**src/rtl/clk_period_meter.sv**
```systemverilog
// Measures the period and high time of an asynchronous clock in clk_i cycles.
// Optional CLK_PERIOD_METER_CHANGE_DET_EN adds a changed_o pulse on period change.
//
// state    | meaning
// ---------+--------------------------------------------------------------
// ST_IDLE  | counters held at 0, waiting for an enabled edge to arm
// ST_ARMED | counting cycles since the last edge, reporting on each edge

module clk_period_meter #(
    parameter int width_p       = 16,
    parameter int sync_stages_p = 2
) (
    input  logic               clk_i,
    input  logic               reset_i,
    input  logic               en_i,
    input  logic               sample_i,
    output logic               v_o,
    input  logic               ready_i,
    output logic [width_p-1:0] period_o,
    output logic [width_p-1:0] high_o,
    output logic               timeout_o,
    output logic               dropped_o
`ifdef CLK_PERIOD_METER_CHANGE_DET_EN
    ,
    output logic               changed_o
`endif
);

    localparam int stages_lp = (sync_stages_p < 2) ? 2 : sync_stages_p;
    localparam logic [width_p-1:0] one_lp  = {{(width_p-1){1'b0}}, 1'b1};
    localparam logic [width_p-1:0] max_lp  = {width_p{1'b1}};
    localparam logic [width_p-1:0] last_lp = max_lp - one_lp;

    typedef enum logic {
        ST_IDLE  = 1'b0,
        ST_ARMED = 1'b1
    } state_t;

    state_t               state_r, state_n;
    logic [stages_lp-1:0] sync_r;
    logic                 prev_r;
    logic                 lvl;
    logic                 rise;
    logic [width_p-1:0]   cnt_r, cnt_n;
    logic [width_p-1:0]   hcnt_r, hcnt_n;
    logic                 meas_v;
    logic [width_p-1:0]   meas_period;
    logic                 timeout_set;
    logic                 load;

    assign lvl  = sync_r[stages_lp-1];
    assign rise = lvl & ~prev_r;

    always_ff @(posedge clk_i) begin
        if (reset_i) begin
            sync_r <= '0;
            prev_r <= 1'b0;
        end else begin
            sync_r <= {sync_r[stages_lp-2:0], sample_i};
            prev_r <= lvl;
        end
    end

    always_ff @(posedge clk_i) begin
        if (reset_i) begin
            state_r <= ST_IDLE;
            cnt_r   <= '0;
            hcnt_r  <= '0;
        end else begin
            state_r <= state_n;
            cnt_r   <= cnt_n;
            hcnt_r  <= hcnt_n;
        end
    end

    // The edge cycle itself is counted as high, so a new period starts with hcnt = 1.
    always_comb begin
        state_n     = state_r;
        cnt_n       = cnt_r;
        hcnt_n      = hcnt_r;
        meas_v      = 1'b0;
        timeout_set = 1'b0;
        meas_period = cnt_r + one_lp;
        case (state_r)
            ST_IDLE: begin
                cnt_n  = '0;
                hcnt_n = '0;
                if (en_i && rise) begin
                    hcnt_n  = one_lp;
                    state_n = ST_ARMED;
                end
            end
            ST_ARMED: begin
                if (!en_i) begin
                    state_n = ST_IDLE;
                    cnt_n   = '0;
                    hcnt_n  = '0;
                end else if (rise) begin
                    meas_v = 1'b1;
                    cnt_n  = '0;
                    hcnt_n = one_lp;
                end else if (cnt_r == last_lp) begin
                    // Next count would saturate: no edge within 2^width_p-1 cycles.
                    timeout_set = 1'b1;
                    state_n     = ST_IDLE;
                    cnt_n       = '0;
                    hcnt_n      = '0;
                end else begin
                    cnt_n  = (cnt_r == max_lp) ? cnt_r : cnt_r + one_lp;
                    hcnt_n = (lvl && (hcnt_r != max_lp)) ? hcnt_r + one_lp : hcnt_r;
                end
            end
            default: begin
                state_n = ST_IDLE;
                cnt_n   = '0;
                hcnt_n  = '0;
            end
        endcase
    end

    assign load = meas_v & (~v_o | ready_i);

    always_ff @(posedge clk_i) begin
        if (reset_i) begin
            v_o       <= 1'b0;
            period_o  <= '0;
            high_o    <= '0;
            timeout_o <= 1'b0;
            dropped_o <= 1'b0;
        end else begin
            if (load) begin
                v_o      <= 1'b1;
                period_o <= meas_period;
                high_o   <= hcnt_r;
            end else if (v_o && ready_i) begin
                v_o <= 1'b0;
            end
            if (meas_v && v_o && !ready_i) begin
                dropped_o <= 1'b1;
            end
            if (timeout_set) begin
                timeout_o <= 1'b1;
            end
        end
    end

`ifdef CLK_PERIOD_METER_CHANGE_DET_EN
    logic [width_p-1:0] last_period_r;

    always_ff @(posedge clk_i) begin
        if (reset_i) begin
            last_period_r <= '0;
            changed_o     <= 1'b0;
        end else if (load) begin
            last_period_r <= meas_period;
            changed_o     <= (meas_period != last_period_r);
        end else begin
            changed_o <= 1'b0;
        end
    end
`endif

endmodule

```
**config.mk**
```make
export PLATFORM = sky130hd
export DESIGN_NAME = clk_period_meter
export DESIGN_NICKNAME = d
export VERILOG_FILES = /design/src/rtl/clk_period_meter.sv
export SDC_FILE = /design/constraint.sdc
export NUM_CORES = 1
export LEC_CHECK = 0
export BUFFER_PORTS_ARGS = -buffer_cell sky130_fd_sc_hd__buf_2
export CAP_MARGIN = 20
export CORE_UTILIZATION = 40
export DETAILED_ROUTE_END_ITERATION = 6
export PLACE_DENSITY = 0.68
export RECOVER_POWER = 100
export SLEW_MARGIN = 20
export SYNTH_ARGS = -nofsm -noshare
export SYNTH_HDL_FRONTEND = slang
export SYNTH_SLANG_ARGS = --single-unit
```
**constraint.sdc**
```tcl
create_clock -name clk_i -period 1.7 [get_ports clk_i]
set_input_delay 0.17 -clock clk_i [delete_from_list [all_inputs] [get_ports clk_i]]
set_output_delay 0.17 -clock clk_i [all_outputs]
set_load 0.05 [all_outputs]
```
==> impl_metrics.csv <==
group,metric,value,unit
floorplan,dieArea,7770,um^2
yosys,synthSimpleGateAreaFrac,25.8,%
clock_network,cts_tree,"yes",
sta,finalHoldWorstSlack,38.7,ps
route,routed_wl,6.48,mm
yosys,muxShareOfSynthArea,0.675,%
outcome,status,"complete, no violations",
place,numPortBuffers,39,
global_route,grt_max_degree,36,
yosys,synthArstFlopShare,0,%
cells_and_area,n_fill_cell,741,
setup_path,crit_path_max_fanout,13,
power_and_ir_drop,fin_total_pwr,3.31,mW
yosys,syn_inst,339,
global_route,grt_usage,17.9,%
global_route,grt_remaining_overflow,0,
min_path,hp-start,"sample_i",
yosys,yosys_warnings,0,
setup_path,crit_start,"hcnt_r[0]",
route,wl_per_cell,13.0,um
cells_and_area,fin_nets,403,
sta,drv_slew,0,
min_path,hold_path.class,"input pin to register",
route,vias_per_cell,5.17,
sta,rsz0062_at_grt,"yes",
cells_and_area,antenna_cells,0,
yosys,synth_top_area_share,47.9,%
setup_path,timing.rr.start,"hcnt_r[0]",
sta,tns,0,ps
power_and_ir_drop,p_leak,1.16,nW
global_route,grt_pass1_wl,10.8,mm
sta,setup_viol,0,
clock_network,clk_pin_slew_worst_paths,70,ps
route,drtPass1Iterations,4,
place,gp_congestion,0.814,
clock_network,cts_buffers,9,
yosys,yosys.area.top_type,"dfxtp_1",
route,drc,0,
global_route,grt_pass1_vias,2348,
setup_path,worstPathArrival,1910,ps
yosys,synth_compound_area_share,16.8,%
yosys,synth_xor_area_share,3.54,%
yosys,synth_area,2970,um^2
route,drt_first_iter_violations,121,
power_and_ir_drop,ir_drop,0.481,mV
setup_path,path_class,"register to register",
setup_path,end_kind,"register",
clock_network,cts.path.max_buffers,2,
yosys,synth.avg_cell_area,8.75,um^2
floorplan,fp.coreArea,7210,um^2
floorplan,fp.dieW,88.1,um
yosys,ys_seq_elements,71,
sta,fmax,609,MHz
yosys,ys_seq_area_share,47.9,%
floorplan,boundaryPins,40,
route,ant_nets,0,
cells_and_area,layout_common_cells,"dfxtp_1 (68), nand2_1 (43), a21oi_1 (41)",
clock_network,cts_sinks,71,
sta,skew,11.6,ps
sta,hold_viol_final,0,
yosys,yosys.area_share.adder,1.27,%
yosys,synth_top_family_by_area,"simple AND/OR/NAND/NOR gates",
yosys,netlist_top_cells_area,"dfxtp_1 (48%), a21oi_1 (7.1%), nand2_1 (5.4%)",
yosys,syn_nets,347,
yosys,synthFlopType,"dfxtp_1",
place,place_ws,24.5,ps
sta,fin_ws,59.0,ps
yosys,synth_edf_count,0,
sta,worst_pin_slew,1050,ps
sta,slew_headroom,29.7,%
flow_run,maxCapViolCount,0,
place,hpwl,4.49,mm
yosys,synth_cell_type_count,41,
power_and_ir_drop,powerDensity,916,nW/um^2
cells_and_area,stdcell_count,499,
clock_network,htreeDepth,3,
floorplan,num_rows,31,
route,vias,2582,
global_route,antenna_found_initial,0,
sta,min_period,1640,ps
floorplan,start_util,41.1,%
setup_path,crit_required,1970,ps
clock_network,clk_latency,340,ps
sta,period_share,96.5,%
cells_and_area,drive_gt1_share,15.3,%
cells_and_area,area_growth,21.8,%
setup_path,start_kind,"register",
place,dp_cells,483,
cells_and_area,layout_commonest_cell,"dfxtp_1",
floorplan,die_h,88.1,um
clock_network,clock-root-buffer,"clkbuf_8",
clock_network,cts_hold_buf,0,
-- flip-flops by register name (all words and copies together) (netlist names) --
name and flops:
cnt_r 16, hcnt_r 16, high_o 16, period_o 16, sync_r 2, dropped_o 1, prev_r 1, state_r 1
timeout_o 1, v_o 1
-- Yosys cell counts, types with 2 or more instances --
library cell / number
a21oi_1: 42
or4_1: 6
nor3_1: 6
nand3_1: 13
and3_1: 3
nor2_1: 23
o31ai_1: 5
nand4_1: 11
and4_1: 6
mux2i_1: 2
nand4_2: 2
nor4_1: 2
and3_2: 2
o2111ai_1: 2
xnor2_1: 3
clkbuf_1: 9
a31oi_1: 3
nand2b_1: 2
nor3b_1: 2
and2_1: 4
o21ai_0: 11
nor2b_1: 4
nand2_1: 43
a311oi_1: 3
xor2_1: 9
inv_1: 7
buf_2: 8
dfxtp_1: 71
a211oi_1: 14
ha_1: 3
or3_1: 8
-- per-layer routing --
layer | track usage, % | up-vias | wire length, um
met5 | 0 | - | 0
met3 | 4.81 | 9 | 219
met2 | 27.7 | 41 | 2990
met4 | 7.92 | 0 | 103
met1 | 23.3 | 1184 | 3170
li1 | - | 1348 | -
-- stage by stage --
stage | util, % | instance area (um^2)
after floorplan | - | 2970
after global placement | 47.1 | 3400
after detailed placement | 47.1 | 3400
after CTS | 50.4 | 3630
after global routing | 50.1 | 3610
final | 50.1 | 3610
-- cell type report --
cell class | instances | area (um^2) | share of cell area [%]
Sequential cell | 71 | 1430 | 39.5
Clock buffer | 10 | 128 | 3.53
Timing Repair Buffer | 64 | 348 | 9.63
Inverter | 7 | 26.3 | 0.727
Multi-Input combinational cell | 242 | 1450 | 40.2
Tap cell | 99 | 124 | 3.43
Clock inverter | 6 | 109 | 3.01
-- repair_timing --
item | CTS | global route
buffers inserted | 0 | 0
pin swaps | 0 | 3
endpoints found under the setup margin | 1 | 20
gates resized for setup | 1 | 10
-- worst paths after layout --
path	cells after the start	slack [ps]	to
setup / recovery	6	60	hcnt_r[4]
hold / removal	2	40	sync_r[0]
setup reg to reg	6	60	hcnt_r[4]
hold reg to reg	1	440	sync_r[1]
-- power breakdown --
group	internal (mW)	switching (mW)
logic	0.0154	0.0327
registers	1.67	0.00432
clock network	0.973	0.617
-- worst max-delay path, stage by stage, from the launching register on --
cell and delay, ps:
dfxtp_2 330, ha_2 200, nand4_1 180, nor4_2 60
buf_4 180, or4_1 480, a21oi_1 150
-- cells by family after synthesis --
logic type      count (synthesis)
compound gates                 83
fa+ha+maj                       3
simple gates                  142
buf+inv                        26
flops                          71
mux                             2
xor+xnor                       12
Power figures use the tool's default switching activity.
